[src/rtl/channel_model_pkg.sv]
// Shared defaults and constants for the channel model: parameter defaults,
// identity coefficient helper and the noise LFSR seed.
package channel_model_pkg;

    localparam int DEF_SIGNAL_RESOLUTION = 8;
    localparam int DEF_NUM_TAPS          = 4;
    localparam int DEF_COEF_WIDTH        = 8;
    localparam int DEF_COEF_FRAC         = 6;
    localparam int DEF_NOISE_BITS        = 3;

    localparam int                    LFSR_WIDTH = 16;
    localparam logic [LFSR_WIDTH-1:0] NOISE_SEED = 16'h0001;

    // Unity gain in a coefficient with the given number of fractional bits.
    function automatic int identity_coef(input int frac);
        return 1 << frac;
    endfunction

endpackage

[src/rtl/channel_noise_lfsr.sv]
// Maximal-length 16-bit Fibonacci LFSR (x^16+x^14+x^13+x^11+1) that advances
// only when step_i is high; its low bits form a signed noise sample.
module channel_noise_lfsr
    import channel_model_pkg::*;
#(
    parameter int NOISE_BITS = DEF_NOISE_BITS
) (
    input  logic                         clk,
    input  logic                         rst_i,
    input  logic                         step_i,
    output logic signed [NOISE_BITS-1:0] noise_o
);

    logic [LFSR_WIDTH-1:0] lfsr_q, lfsr_d;
    logic                  feedback;

    always_comb begin
        feedback = lfsr_q[15] ^ lfsr_q[13] ^ lfsr_q[12] ^ lfsr_q[10];
        lfsr_d   = {lfsr_q[LFSR_WIDTH-2:0], feedback};
    end

    always_ff @(posedge clk) begin
        if (rst_i) begin
            lfsr_q <= NOISE_SEED;
        end else if (step_i) begin
            lfsr_q <= lfsr_d;
        end
    end

    assign noise_o = lfsr_q[NOISE_BITS-1:0];

endmodule

[config.mk]
export PLATFORM = sky130hd
export DESIGN_NAME = channel_noise_lfsr
export DESIGN_NICKNAME = d
export VERILOG_FILES = /design/src/rtl/channel_model_pkg.sv /design/src/rtl/channel_noise_lfsr.sv
export SDC_FILE = /design/constraint.sdc
export NUM_CORES = 1
export LEC_CHECK = 0
export ABC_CLOCK_PERIOD_IN_PS = 950
export CORE_AREA = 2 2 39 41
export CTS_CLUSTER_DIAMETER = 30
export DETAILED_ROUTE_END_ITERATION = 7
export DIE_AREA = 0 0 41 43
export DONT_BUFFER_PORTS = 1
export PLACE_DENSITY_LB_ADDON = 0.08
export SYNTH_ARGS = -nofsm -noshare
export SYNTH_HDL_FRONTEND = slang
export SYNTH_SLANG_ARGS = --single-unit
[constraint.sdc]
create_clock -name clk -period 0.95 [get_ports clk]
set_input_delay 0.19 -clock clk [delete_from_list [all_inputs] [get_ports clk]]
set_output_delay 0.19 -clock clk [all_outputs]
set_load 0.02 [all_outputs]
==> results of run 1 <==
==> final cells by class <==
| type | instances | area, um^2 |
|---|---|---|
| tap | 16 | 20.02 |
| multi-input combinational | 35 | 259.0 |
| timing repair buffer | 1 | 10.01 |
| clock buffer | 4 | 36.28 |
| fill | 135 | 730.7 |
| sequential | 16 | 324.1 |
| inverter | 1 | 3.754 |
==> per-stage QoR <==
step,instances,cell area (um^2),power [mW],hold WS [ps]
2_1_floorplan,59,646.9,0.7842,428.7
3_3_place_gp,68,603.1,0.7388,264.4
3_5_place_dp,68,603.1,0.7399,266.7
4_1_cts,73,653.1,1.184,-48.40
5_1_grt,73,653.1,1.203,-53.03
6_report,73,653.1,1.165,-38.96
==> synthesized netlist by cell type <==
| master | n | area, um^2 |
|---|---|---|
| buf_4 | 3 | 22.52 |
| mux2i_1 | 15 | 150.1 |
| buf_12 | 1 | 20.02 |
| inv_1 | 1 | 3.750 |
| nor3_1 | 1 | 5.000 |
| buf_2 | 2 | 10.01 |
| a31oi_1 | 1 | 6.260 |
| buf_6 | 1 | 11.26 |
| xnor2_2 | 2 | 32.53 |
| nor2_1 | 15 | 56.30 |
| dfxtp_1 | 16 | 320.3 |
| xnor2_1 | 1 | 8.760 |
==> power by group <==
part / switching [mW] / leakage (nW) / internal, mW
Sequential: 0.0184 / 0.130 / 0.682
Combinational: 0.00591 / 0.126 / 0.0221
Clock: 0.203 / 0.0210 / 0.233
==> how the worst max path moves through the flow <==
| stage | end | slack, ps |
|---|---|---|
| final | noise_o[0] | 70 |
| after global routing | lfsr_q[0]$_SDFFE_PP1P_ | 30 |
| after CTS | noise_o[0] | 60 |
| after detailed placement | lfsr_q[0]$_SDFFE_PP1P_ | 90 |
| after global placement | lfsr_q[0]$_SDFFE_PP1P_ | 120 |
| after floorplan | lfsr_q[0]$_SDFFE_PP1P_ | 140 |
==> metal layers <==
metal | vias up | part of all wire (%) | wire length, um | track usage (%)
met5 | - | 0 | 0 | 0
met1 | 161 | 48 | 424 | 13.29
met3 | 2 | 2.9 | 26 | 3.141
met2 | 3 | 48 | 422 | 19.06
li1 | 185 | - | - | -
met4 | 0 | 1.0 | 9 | 10.00
==> logic make-up (layout without fill, tap and decap cells) <==
kind of cell,count (synthesis),after routing,synth area share (%)
flip-flops,16,16,49.52
AND/OR/NAND/NOR,16,16,9.476
multiplexers,15,15,23.21
buffers and inverters,8,6,10.44
XOR/XNOR,3,3,6.383
AO/OA/AOI/OAI,1,1,0.9677
==> timing repair <==
action                     4_1_cts  5_1_grt
setup endpoints to repair        3        0
hold endpoints to repair        16       15
gates resized for setup          3        0
==> metrics.txt, run 1 <==
gr usage total=12.37%; Regs by FF count=lfsr_q x16; dpl hpwl=601.9 um; Critical Path Start Type=flop; post-route ant nets=0; via count=351; Worst path depth=0; Avg WL per Cell=12.08 um; total CTS buffers=3; num rows=14; critical setup path kind=flop to output pin; Critical Path Sink Type=output pin; Hold Violations, Final=15; crit path DAT=690 ps; sequential area share after synthesis=49.52%; Nets=61; cts hold-fix bufs=1; Post-Syn Area=646.9 um^2; worst-path fanout max=3; FF+latch count, synth=16; clk_skew=3.981 ps; Post-CTS Setup Bufs=0; later-pin clock latency in the skew report=280 ps; n_diodes=0; reg-to-reg critical path endpoint=lfsr_q[0]$_SDFFE_PP1P_; hold depth=1; Setup WS post-layout=69.19 ps; Reg2Reg Depth=3; period utilization=92.72%; max reg flops=16; DRC viols=0; CTS tree=done; Remaining Overflow, GRT=0; clk slew on worst S/H paths=90 ps; first-pass GRT wire length=1407 um; P&R area growth vs syn=0.9671%; layout cells sized above 1=15.79%; Worst Setup SP=lfsr_q[0]$_SDFFE_PP1P_; syn_area_per_cell=10.96 um^2; RSZ-0062 raised after global routing=no; PortBufs=0; die height=43 um; failing checks=hold timing; Initial Util=46.75%; Crit path required time=760 ps; syn nets=62; min Tclk post-route=880.8 ps; CTS sink count=16; clk buf depth=2; vias in the first global route=353; antenna violations before repair=0; worst hold start=rst_i; largest net degree at the start of global routing=18; Hold Path End=lfsr_q[1]$_SDFFE_PP0P_; Max-Cap Viols=0; most frequent cells in the layout=mux2i_1, nor2_1, dfxtp_1; Die ar.=1763 um^2; hold slack=-38.96 ps; Final setup viols=0; H-tree Lvls=1; FF-to-FF Start=lfsr_q[13]$_SDFFE_PP0P_; root buffer cell=clkbuf_4; vias per cell=4.808; core area=1384 um^2; Cell Pwr Density=1783 nW/um^2; Detailed Route WL=882 um; Worst Tran Pin Value=143.6 ps; gpl congestion=0.6642; FMAX=1135 MHz; setup TNS=0 ps; Max-slew headroom=90.15%; post-place setup slack=92.42 ps; initial DRC count=4; IO Count=6; r2r setup slk=80 ps; Final Util=47.20%; Pre-Repair DR Iteration Count=3; Post-Synthesis Cells=59; largest reg by FF count=lfsr_q; Die X=41 um; leak pwr=0.2774 nW; status=finished with violations; Slew Limit Fails=0; synth warn=0; peak supply drop=0.6825 mV; worst hold path type=primary input to flop; Synth cell types=12
Power figures use the tool's default switching activity.
==> run 2, diff against run 1 <==
--- a/config.mk
+++ b/config.mk
@@ -6,10 +6,12 @@
 export NUM_CORES = 1
 export LEC_CHECK = 0
 export ABC_CLOCK_PERIOD_IN_PS = 950
-export CORE_AREA = 2 2 39 41
+export CELL_PAD_IN_SITES_DETAIL_PLACEMENT = 1
+export CELL_PAD_IN_SITES_GLOBAL_PLACEMENT = 1
+export CORE_MARGIN = 1.5
+export CORE_UTILIZATION = 45
 export CTS_CLUSTER_DIAMETER = 30
 export DETAILED_ROUTE_END_ITERATION = 7
-export DIE_AREA = 0 0 41 43
 export DONT_BUFFER_PORTS = 1
 export PLACE_DENSITY_LB_ADDON = 0.08
 export SYNTH_ARGS = -nofsm -noshare
==> metrics.txt, run 2 (synthesis gave the netlist of run 1 again) <==
Post-CTS Setup Bufs=0 (unchanged); Initial Util=49.10% (was 46.75%); clk slew on worst S/H paths=90 ps (about the same); Worst Tran Pin Value=143.8 ps (was 143.6 ps); Register Area=324.1 um^2 (unchanged); IO Count=6 (unchanged); gpl congestion=0.5928 (was 0.6642); Nets=61 (unchanged); Pre-Repair DR Iteration Count=4 (was 3); period utilization=93.65% (was 92.72%); Critical Path Start Type=flop (unchanged); multi-input logic area=259.0 um^2 (unchanged); hold slack=-40.77 ps (was -38.96 ps); min Tclk post-route=889.7 ps (was 880.8 ps); initial DRC count=1 (was 4); Inst Count DP=67 (was 68); num rows=13 (was 14); status=finished with violations (unchanged); Final Util=49.48% (was 47.20%); FMAX=1124 MHz (was 1135 MHz); Crit path required time=760 ps (about the same); critical setup path kind=flop to output pin (unchanged); Detailed Route WL=932 um (was 882 um); Avg WL per Cell=12.94 um (was 12.08 um); Remaining Overflow, GRT=0 (unchanged); final cell count without fillers=72 (was 73); root buffer cell=clkbuf_4 (unchanged); via count=360 (was 351); clk_skew=6.291 ps (was 3.981 ps); max reg flops=16 (unchanged); Die X=40.92 um (was 41 um); first-pass GRT wire length=1449 um (was 1407 um); antenna violations before repair=0 (unchanged); Cell Pwr Density=1796 nW/um^2 (was 1783 nW/um^2); peak supply drop=0.8782 mV (was 0.6825 mV); worst hold path type=primary input to flop (unchanged); setup TNS=0 ps (unchanged); Max-slew headroom=90.14% (was 90.15%); Tot Pwr=1.171 mW (was 1.165 mW); CTS sink count=16 (unchanged); later-pin clock latency in the skew report=280 ps (about the same); Regs by FF count=lfsr_q x16 (unchanged); clk buf depth=2 (unchanged); failing checks=hold timing (unchanged); post-route ant nets=0 (unchanged); most frequent cells in the layout=mux2i_1, nor2_1, dfxtp_1 (unchanged); vias in the first global route=373 (was 353); largest reg by FF count=lfsr_q (unchanged); leak pwr=0.2774 nW (unchanged); dpl cell area=601.8 um^2 (was 603.1 um^2); PortBufs=0 (unchanged); largest net degree at the start of global routing=18 (unchanged); total CTS buffers=3 (unchanged); DRC viols=0 (unchanged); core area=1318 um^2 (was 1384 um^2); Filler cells=151 (was 135); Hold Violations, Final=15 (unchanged); cts hold-fix bufs=1 (unchanged); RSZ-0062 raised after global routing=no (unchanged); dpl hpwl=648.1 um (was 601.9 um); die height=40.92 um (was 43 um); fin area=651.9 um^2 (was 653.1 um^2); H-tree Lvls=1 (unchanged); P&R area growth vs syn=0.7737% (was 0.9671%); layout cells sized above 1=15.79% (unchanged); Critical Path Sink Type=output pin (unchanged); Final setup viols=0 (unchanged); worst-path fanout max=3 (unchanged); Max-Cap Viols=0 (unchanged); Slew Limit Fails=0 (unchanged); CTS tree=done (unchanged); gr usage total=14.20% (was 12.37%); crit path DAT=700 ps (was 690 ps); n_diodes=0 (unchanged); Die ar.=1674 um^2 (was 1763 um^2); vias per cell=5.000 (was 4.808)
==> run 2: cell counts in the layout (fill, tap and decap cells not counted) <==
No cell type changed its count.
==> run 2: worst paths after layout <==
check | from | to | slack, ps | cells after the start
worst max-delay path | lfsr_q[2]$_SDFFE_PP0P_ | noise_o[2] | 60 | 0
worst min-delay path | rst_i | lfsr_q[1]$_SDFFE_PP0P_ | -40 | 1
worst max register to register | lfsr_q[10]$_SDFFE_PP0P_ | lfsr_q[0]$_SDFFE_PP1P_ | 90 | 3
worst min register to register | lfsr_q[3]$_SDFFE_PP0P_ | lfsr_q[3]$_SDFFE_PP0P_ | 510 | 2
==> run 2: final cells by class <==
cell class                 count  area share, %
clock buffer                   4          5.566
inverter                       1         0.5758
multi-input combinational     35          39.73
sequential                    16          49.71
tap                           15          2.879
timing repair buffer           1          1.536
==> run 2: stage by stage <==
step | hold slack (ps) | setup WS [ps]
2_1_floorplan | 428.7 | 136.3
4_1_cts | -56.90 | 40.59
3_5_place_dp | 266.3 | 94.11
3_3_place_gp | 264.2 | 118.0
6_report | -40.77 | 60.33
5_1_grt | -60.42 | 22.28
==> run 2: metal layers <==
metal,vias to the layer above,routed length (um),track usage [%]
li1,184,-,-
met1,167,439,14.86
met2,7,440,23.44
met3,2,45,4.891
met4,0,6,10.00
met5,-,0,0
==> run 2: repair_timing <==
| item | in CTS | in global routing |
|---|---|---|
| setup endpoints to repair | 3 | 0 |
| endpoints found under the hold margin | 16 | 15 |
| gates resized for setup | 3 | 0 |
==> run 2: power by group <==
part           switching, mW  internal (mW)
logic                0.00669         0.0221
clock network          0.208          0.233
registers             0.0188          0.682
==> run 3, diff against run 2 <==
--- a/config.mk
+++ b/config.mk
@@ -5,11 +5,11 @@
 export SDC_FILE = /design/constraint.sdc
 export NUM_CORES = 1
 export LEC_CHECK = 0
-export ABC_CLOCK_PERIOD_IN_PS = 950
+export ABC_CLOCK_PERIOD_IN_PS = 800
 export CELL_PAD_IN_SITES_DETAIL_PLACEMENT = 1
 export CELL_PAD_IN_SITES_GLOBAL_PLACEMENT = 1
 export CORE_MARGIN = 1.5
-export CORE_UTILIZATION = 45
+export CORE_UTILIZATION = 41
 export CTS_CLUSTER_DIAMETER = 30
 export DETAILED_ROUTE_END_ITERATION = 7
 export DONT_BUFFER_PORTS = 1
==> constraint.sdc (replaced) <==
create_clock -name clk -period 0.8 [get_ports clk]
set_input_delay 0.16 -clock clk [delete_from_list [all_inputs] [get_ports clk]]
set_output_delay 0.16 -clock clk [all_outputs]
set_load 0.02 [all_outputs]
==> metrics.txt, run 3 (synthesis gave the netlist of run 1 again) <==
Crit path required time=640 ps (was 760 ps); vias in the first global route=442 (was 373); met1 Track Usage GR=17.20% (was 14.86%); Die X=42.72 um (was 40.92 um); met3 global-route usage=3.830% (was 4.891%); clk_skew=2.715 ps (was 6.291 ps); IO Count=6 (unchanged); clk buf depth=2 (unchanged); largest reg by FF count=lfsr_q (unchanged); GR peak layer=met2 (unchanged); Critical Path Start Type=flop (unchanged); first-pass GRT wire length=1863 um (was 1449 um); worst hold start=rst_i (unchanged); Remaining Overflow, GRT=0 (unchanged); Max-slew headroom=90.40% (was 90.14%); P&R area growth vs syn=16.05% (was 0.7737%); post-route ant nets=0 (unchanged); H-tree Lvls=1 (unchanged); die height=42.72 um (was 40.92 um); leading cell type in the layout, fill and taps excluded=nor2_1; Hold Violations, Final=15 (unchanged); Final setup viols=4 (was 0); later-pin clock latency in the skew report=270 ps (was 280 ps); hold depth=1 (unchanged); slowest stage cell, crit path=dfxtp_2; WP buf/inv=1; CTS tree=done (unchanged); reg-to-reg critical path endpoint=lfsr_q[0]$_SDFFE_PP1P_ (unchanged); gr usage total=14.20% (about the same); failing checks=hold timing, setup timing (was hold timing); antenna violations before repair=0 (unchanged); cell family contributing the most delay on the critical path=flip-flops; setup TNS=-309.4 ps (was 0 ps); Initial Util=43.45% (was 49.10%); Avg WL per Cell=13.14 um (was 12.94 um); Reg2Reg Depth=3 (unchanged); r2r setup slk=-40 ps (was 90 ps); leak pwr=0.3213 nW (was 0.2774 nW); PortBufs=0 (unchanged); min Tclk post-route=895.1 ps; worst-path fanout max=2 (was 3); met2 GRT Util=21.82% (was 23.44%); gpl congestion=0.6320 (was 0.5928); Max-Cap Viols=0 (unchanged); total CTS buffers=3 (unchanged); FMAX=1117 MHz; critical setup path kind=flop to output pin (unchanged); DRC viols=0 (unchanged); Slew Limit Fails=0 (unchanged); Detailed Route WL=1064 um (was 932 um); Tot Pwr=1.303 mW (was 1.171 mW); n_diodes=0 (unchanged); most frequent cells in the layout=nor2_1, mux2i_1, dfxtp_1 (was mux2i_1, nor2_1, dfxtp_1); via count=398 (was 360); vias per cell=4.914 (was 5.000); hold slack=-63.82 ps (was -40.77 ps); peak supply drop=0.7117 mV (was 0.8782 mV); Filler cells=163 (was 151); core area=1489 um^2 (was 1318 um^2); Critical Path Sink Type=output pin (unchanged); max reg flops=16 (unchanged); Hold Path End=lfsr_q[1]$_SDFFE_PP0P_ (unchanged); Setup WS post-layout=-95.11 ps (was 60.33 ps); cts hold-fix bufs=1 (unchanged); max incr delay on CP=350 ps; period utilization=111.9%; Worst Tran Pin Value=140.0 ps (was 143.8 ps); Die ar.=1825 um^2 (was 1674 um^2); FF-to-FF Start=lfsr_q[12]$_SDFFE_PP0P_ (was lfsr_q[10]$_SDFFE_PP0P_); largest net degree at the start of global routing=18 (unchanged); RSZ-0062 raised after global routing=yes (was no); worst hold path type=primary input to flop (unchanged); Nets=70 (was 61); CTS sink count=16 (unchanged); worst path cell trace=buf_6; num rows=14 (was 13); initial DRC count=2 (was 1); clk slew on worst S/H paths=90 ps (about the same); root buffer cell=clkbuf_4 (unchanged); Pre-Repair DR Iteration Count=3 (was 4); Cell Pwr Density=1736 nW/um^2 (was 1796 nW/um^2); layout cells sized above 1=35.38% (was 15.79%); crit path DAT=740 ps (was 700 ps); Regs by FF count=lfsr_q x16 (unchanged); status=finished with violations (unchanged)
## run 3: cell count changes in the layout (fill, tap and decap cells not counted)
| cell | previous run | this run |
|---|---|---|
| mux2i_4 | 0 | 1 |
| dfxtp_2 | 3 | 6 |
| nor3_2 | 0 | 1 |
| clkbuf_8 | 1 | 0 |
| buf_4 | 0 | 4 |
| mux2i_1 | 15 | 14 |
| dfxtp_1 | 13 | 9 |
| nor3_1 | 1 | 0 |
| buf_6 | 0 | 5 |
| dfxtp_4 | 0 | 1 |
## run 3: final cells by class
type	instances	area [um^2]	area share (%)
Inverter	1	3.754	0.5000
Timing Repair Buffer	10	96.34	12.83
Multi-Input combinational cell	35	276.5	36.83
Sequential cell	16	331.6	44.17
Clock buffer	3	22.52	3.000
Tap cell	16	20.02	2.667
## run 3: worst max path at each step
stage | from | end | slack, ps | cells after the start
3_3_place_gp | lfsr_q[15]$_SDFFE_PP0P_ | lfsr_q[0]$_SDFFE_PP1P_ | -6 | 3
4_1_cts | lfsr_q[0]$_SDFFE_PP1P_ | noise_o[0] | -100 | 1
6_report | lfsr_q[0]$_SDFFE_PP1P_ | noise_o[0] | -100 | 1
3_5_place_dp | lfsr_q[15]$_SDFFE_PP0P_ | lfsr_q[0]$_SDFFE_PP1P_ | -30 | 3
5_1_grt | lfsr_q[0]$_SDFFE_PP1P_ | noise_o[0] | -130 | 1
2_1_floorplan | lfsr_q[15]$_SDFFE_PP0P_ | lfsr_q[0]$_SDFFE_PP1P_ | 5 | 3
## run 3: where the power goes
group / total, mW / switching, mW / internal [mW]
combinational: 0.0873 / 0.0294 / 0.0579
sequential: 0.814 / 0.00811 / 0.806
clock: 0.401 / 0.227 / 0.174
total: 1.30 / 0.265 / 1.04
## run 3: through the flow
step	setup slack (ps)	util (%)	instances	hold WS (ps)	area (um^2)
6_report	-95.11	50.42	81	-63.82	750.7
5_1_grt	-133.2	50.42	81	-88.63	750.7
4_1_cts	-97.94	48.74	81	-66.98	725.7
3_5_place_dp	-34.16	43.28	73	231.2	644.4
3_3_place_gp	-5.927	43.28	73	228.0	644.4
2_1_floorplan	4.882	-	59	391.3	650.6
## run 3: what timing repair did
| item | CTS | global route |
|---|---|---|
| gates cloned | 0 | 0 |
| gates resized for setup | 8 | 5 |
| endpoints found under the setup margin | 4 | 8 |
| pin swaps | 3 | 4 |
| setup buffers | 4 | 0 |
| hold endpoints to repair | 16 | 15 |
## run 3: per-layer routing
metal	share of wire, %	vias to the layer above
met5	0	-
met3	1.7	0
met2	48	3
met4	0	0
met1	50	189
li1	-	206
